[config.mk]
export PLATFORM = sky130hd
export DESIGN_NAME = serial_parity_receiver
export DESIGN_NICKNAME = d
export VERILOG_FILES = /design/src/rtl/serial_parity_receiver_pkg.sv /design/src/rtl/xor2_nor_cell.sv /design/src/rtl/serial_parity_receiver.sv
export SDC_FILE = /design/constraint.sdc
export NUM_CORES = 1
export LEC_CHECK = 0
export ABC_AREA = 1
export CORE_UTILIZATION = 57
export DETAILED_ROUTE_END_ITERATION = 7
export PLACE_DENSITY = 0.82
export SYNTH_ARGS = -nofsm -noshare
export SYNTH_HDL_FRONTEND = slang
export SYNTH_SLANG_ARGS = --single-unit
[constraint.sdc]
create_clock -name clk -period 1.9 [get_ports clk]
set_input_delay 0.38 -clock clk [delete_from_list [all_inputs] [get_ports clk]]
set_output_delay 0.38 -clock clk [all_outputs]
set_load 0.05 [all_outputs]
[src/rtl/serial_parity_receiver_pkg.sv]
// Shared frame definitions for the XOR-parity serial link (receiver and transmitter).
package serial_parity_receiver_pkg;

  // Deframer FSM state encodings
  localparam logic [1:0] S_IDLE   = 2'd0;
  localparam logic [1:0] S_DATA   = 2'd1;
  localparam logic [1:0] S_PARITY = 2'd2;
  localparam logic [1:0] S_STOP   = 2'd3;

  // Frame bit-level constants
  localparam logic LINE_IDLE = 1'b1;
  localparam logic START_BIT = 1'b0;
  localparam logic STOP_BIT  = 1'b1;

  // Default frame geometry
  localparam int unsigned DEF_DATA_W = 8;

endpackage : serial_parity_receiver_pkg

[src/rtl/xor2_nor_cell.sv]
// Two-input XOR built only from NOR primitives: y = a ^ b.
module xor2_nor_cell (
  input  logic a,
  input  logic b,
  output logic y
);

  logic n_ab;
  logic n_a;
  logic n_b;
  logic xnor_ab;

  // Classic four-NOR XNOR followed by a NOR inverter
  nor u_nor_ab   (n_ab, a, b);
  nor u_nor_a    (n_a, a, n_ab);
  nor u_nor_b    (n_b, b, n_ab);
  nor u_nor_xnor (xnor_ab, n_a, n_b);
  nor u_nor_inv  (y, xnor_ab, xnor_ab);

endmodule : xor2_nor_cell

[src/rtl/serial_parity_receiver.sv]
// Deframes start / DATA_W data (LSB first) / parity / stop into words on a valid/ready port.
module serial_parity_receiver
  import serial_parity_receiver_pkg::*;
#(
  parameter int unsigned DATA_W     = DEF_DATA_W,
  parameter bit          PARITY_ODD = 1'b0
) (
  input  logic              clk,
  input  logic              rst_n,
  input  logic              bit_in,
  input  logic              bit_valid,
  output logic [DATA_W-1:0] data_out,
  output logic              out_valid,
  input  logic              out_ready,
  output logic              parity_err,
  output logic              frame_err,
  output logic              overrun
);

  localparam int unsigned CNT_W = $clog2(DATA_W + 1);

  logic [1:0]        state_q,      state_d;
  logic [CNT_W-1:0]  bit_cnt_q,    bit_cnt_d;
  logic              acc_q,        acc_d;
  logic [DATA_W-1:0] shreg_q,      shreg_d;
  logic              perr_q,       perr_d;
  logic [DATA_W-1:0] data_out_q,   data_out_d;
  logic              out_valid_q,  out_valid_d;
  logic              parity_err_q, parity_err_d;
  logic              frame_err_q,  frame_err_d;
  logic              overrun_q,    overrun_d;

  logic              acc_x;
  logic              complete_c;

  // Running parity term acc ^ bit_in, shared by the DATA update and the PARITY check
  xor2_nor_cell u_acc_xor (
    .a (acc_q),
    .b (bit_in),
    .y (acc_x)
  );

  // Next-state: frame FSM (advances only on bit_valid) and output-register/handshake control
  always_comb begin
    state_d      = state_q;
    bit_cnt_d    = bit_cnt_q;
    acc_d        = acc_q;
    shreg_d      = shreg_q;
    perr_d       = perr_q;
    data_out_d   = data_out_q;
    out_valid_d  = out_valid_q;
    parity_err_d = parity_err_q;
    frame_err_d  = frame_err_q;
    overrun_d    = overrun_q;
    complete_c   = 1'b0;

    if (bit_valid) begin
      case (state_q)
        S_IDLE: begin
          if (bit_in == START_BIT) begin
            state_d   = S_DATA;
            acc_d     = 1'b0;
            bit_cnt_d = '0;
          end
        end
        S_DATA: begin
          for (int unsigned i = 0; i < DATA_W; i++) begin
            if (bit_cnt_q == CNT_W'(i)) begin
              shreg_d[i] = bit_in;
            end
          end
          acc_d     = acc_x;
          bit_cnt_d = bit_cnt_q + CNT_W'(1);
          if (bit_cnt_q == CNT_W'(DATA_W - 1)) begin
            state_d = S_PARITY;
          end
        end
        S_PARITY: begin
          perr_d  = (acc_x != PARITY_ODD);
          state_d = S_STOP;
        end
        S_STOP: begin
          // Always return to IDLE; a 0 stop bit is only flagged, never resynced on
          complete_c = 1'b1;
          state_d    = S_IDLE;
        end
        default: begin
          state_d = S_IDLE;
        end
      endcase
    end

    if (complete_c) begin
      if (!out_valid_q || out_ready) begin
        // Output slot is free or being drained this cycle: load the new word
        data_out_d   = shreg_q;
        parity_err_d = perr_q;
        frame_err_d  = (bit_in != STOP_BIT);
        out_valid_d  = 1'b1;
      end else begin
        // Slot still held by an unaccepted word: drop the new one
        overrun_d = 1'b1;
      end
    end else if (out_valid_q && out_ready) begin
      out_valid_d = 1'b0;
      overrun_d   = 1'b0;
    end
  end

  // State and output registers with synchronous active-low reset
  always_ff @(posedge clk) begin
    if (!rst_n) begin
      state_q      <= S_IDLE;
      bit_cnt_q    <= '0;
      acc_q        <= 1'b0;
      shreg_q      <= '0;
      perr_q       <= 1'b0;
      data_out_q   <= '0;
      out_valid_q  <= 1'b0;
      parity_err_q <= 1'b0;
      frame_err_q  <= 1'b0;
      overrun_q    <= 1'b0;
    end else begin
      state_q      <= state_d;
      bit_cnt_q    <= bit_cnt_d;
      acc_q        <= acc_d;
      shreg_q      <= shreg_d;
      perr_q       <= perr_d;
      data_out_q   <= data_out_d;
      out_valid_q  <= out_valid_d;
      parity_err_q <= parity_err_d;
      frame_err_q  <= frame_err_d;
      overrun_q    <= overrun_d;
    end
  end

  assign data_out   = data_out_q;
  assign out_valid  = out_valid_q;
  assign parity_err = parity_err_q;
  assign frame_err  = frame_err_q;
  assign overrun    = overrun_q;

endmodule : serial_parity_receiver

==> flow_summary.yaml <==
route:
  vias: 1155
  drt-initial-drc-count: 15
  drc: 0
  wl_per_cell_um: 10.80
  drtAntennaViolNets: 0
  wl_mm: 2.463
  drtPass1Iterations: 4
  avgViaCountPerCell: 5.066
placed_design:
  post_dp_cell_area_um2: 1520
  portBuffers: 16
  dpl.hpwl_mm: 1.904
  place_inst: 224
  place_congestion: 0.9011
run:
  max_cap_violations: 0
worst_setup_path:
  crit_required_ps: 1520
  startpoint_type: "flip-flop"
  crit_type: "flip-flop to primary output"
  cpPeakStageDelay_ps: 800
  worstPathCellList: "clkdlybuf4s50_1"
  arrival_ps: 1480
  crit_buf_inv: 1
  crit_family: "buffers and inverters"
  crit_slowest_cell: "clkdlybuf4s50_1"
  worst-path-max-fanout: 2
  endpoint_kind: "primary output"
clocking:
  cts_tree: "built"
  clock_sinks: 28
  htreeDepth: 1
  clkTransAtPathRegs_ps: 140
  clk_latency_ps: 320
  cts_buffers: 3
  root_buffer: "clkbuf_4"
  hold_buffers: 0
  clk_path_buf_depth: 2
grt:
  grt_usage_pct: 22.00
  grt_pass1_wl_mm: 4.291
  grt_pass1_vias: 1038
  grt_max_degree: 18
  grt.overflow.total: 0
  antenna_found_initial: 0
logic_synthesis:
  post-synth-top-count-cell: "nor2_1"
  synth.area.top_cells: "dfxtp_1 42%, nor2_1 12%, nand2_1 8.7%, ha_1 8.5%, a21oi_1 4.5%"
  yosysTopAreaCell: "dfxtp_1"
  yosys_warnings: 0
  ys_seq_area_share_pct: 42.07
  async_flop_share_pct: 0
  synth_nets: 196
  syn_avg_cell_area_um2: 7.322
  synth.cell_area_um2: 1333
  synth_common_cells: "42 x nor2_1, 31 x nand2_1, 28 x dfxtp_1, 15 x inv_1"
  synth_top_cell_area_share_pct: 42.07
  synth-seq-cells: 28
  synth-main-ff-cell: "dfxtp_1"
  synth_edf_count: 0
  syn_inst: 182
  yosysUniqueCellTypes: 21
power:
  total_leakage_power_uw: 0.0007164
  irDropWorstVdd_uv: 487.7
  powerDensity_nw_per_um2: 694.6
cells_and_area:
  nFillCells: 191
  syn_to_final_growth_pct: 17.65
  layout.nets: 215
  fin_area_um2: 1568
  layout.cells.non_filler: 228
  num_antenna_cells: 0
  drive_above_1_share_pct: 6.500
sta:
  drv_slew: 0
  finalHoldViolCount: 0
  setup_tns_ps: 0
  worst_pin_slew_ps: 503.7
  fin_crit_sh_pct: 97.75
  rsz0062_at_grt: "false"
  period_needed_ps: 1857
  fmax_ghz: 0.5384
  setup_viol: 0
  max_slew_margin_pct: 66.36
  clock_skew_ps: 4.823
min_path:
  hp-class: "flip-flop to flip-flop"
run_status:
  status: "finished clean"
die:
  std_cell_rows: 17
  io_pins: 17
  start_util_pct: 60.24
  die-width_um: 50.35
  fp.coreArea_um2: 2212
  die_area_um2: 2535
  die_h_um: 50.35
## stage by stage
step / utilization [%] / total power (µW) / hold WS, ps / worst slack [ps]
after floorplan: - / 770.3 / 436.1 / 551.3
after global placement: 68.72 / 807.9 / 450.9 / 210.0
after detailed placement: 68.72 / 817.3 / 450.5 / 165.3
after CTS: 70.31 / 1098 / 470.5 / 21.27
after global routing: 70.87 / 1139 / 497.2 / 3.796
final: 70.87 / 1089 / 467.5 / 42.73
## registers in the layout, summed over array words and instances (netlist names)
signal / count
shreg_q: 8
acc_q: 1
frame_err: 1
overrun: 1
parity_err: 1
state_q: 2
bit_cnt_q: 4
out_valid: 1
perr_q: 1
data_out: 8
## layer usage
metal  vias up  track usage (%)  wire length [µm]
met5         -                0                 0
li1        614                -                 -
met4         0            8.333                28
met1       518            26.60              1151
met3         4            2.727                71
met2        19            39.33              1211
## area by class of cell
cell class | instances | area (µm²) | share of cell area [%]
multi-input combinational | 131 | 674.4 | 43.02
sequential | 28 | 560.5 | 35.75
timing repair buffer | 19 | 193.9 | 12.37
inverter | 18 | 67.56 | 4.310
clock buffer | 4 | 36.28 | 2.314
tap | 28 | 35.03 | 2.235
## worst paths after layout
path | start | to | slack (ps) | depth (start not counted)
hold reg to reg | shreg_q[2]$_SDFFE_PN0P_ | shreg_q[2]$_SDFFE_PN0P_ | 470 | 2
setup reg to reg | state_q[0]$_SDFFE_PN0P_ | bit_cnt_q[0]$_SDFFE_PN0P_ | 390 | 8
hold / removal | shreg_q[2]$_SDFFE_PN0P_ | shreg_q[2]$_SDFFE_PN0P_ | 470 | 2
setup / recovery | data_out[1]$_SDFFE_PN0P_ | data_out[1] | 40 | 1
## report_power, final
group          internal, µW  switching, µW  total, µW  leakage, µW
logic                  66.3            122        188     0.000469
registers               604           12.3        616     0.000226
clock network           117            168        285    0.0000210
## cells in the final DEF, fill, tap and decap left out, drive strengths merged
cell	n
a21oi	12
nand2	34
nand3	12
dlygate4sd2	1
xor2	1
nand4	6
ha	9
inv	16
buf	3
dlymetal6s2s	5
dfxtp	28
clkbuf	4
clkdlybuf4s50	10
nor3	1
mux2i	1
o21ai	11
clkinv	2
nor2	44
## timing repair
| action | 4_1_cts | 5_1_grt |
|---|---|---|
| cloned | 0 | 0 |
| resized for setup | 1 | 5 |
| buffers inserted | 0 | 0 |
| endpoints found under the setup margin | 1 | 5 |
## kinds of logic (layout without fill, tap and decap cells)
family | count (synthesis) | count (layout) | synth area share [%]
adder cells (fa/ha/maj) | 9 | 9 | 8.451
flip-flops | 28 | 28 | 42.07
buffers and inverters | 23 | 41 | 7.323
XOR/XNOR | 1 | 1 | 0.6574
AND/OR/NAND/NOR | 97 | 97 | 32.11
multiplexers | 1 | 1 | 0.7512
AO/OA/AOI/OAI | 23 | 23 | 8.638
Power figures use the tool's default switching activity.
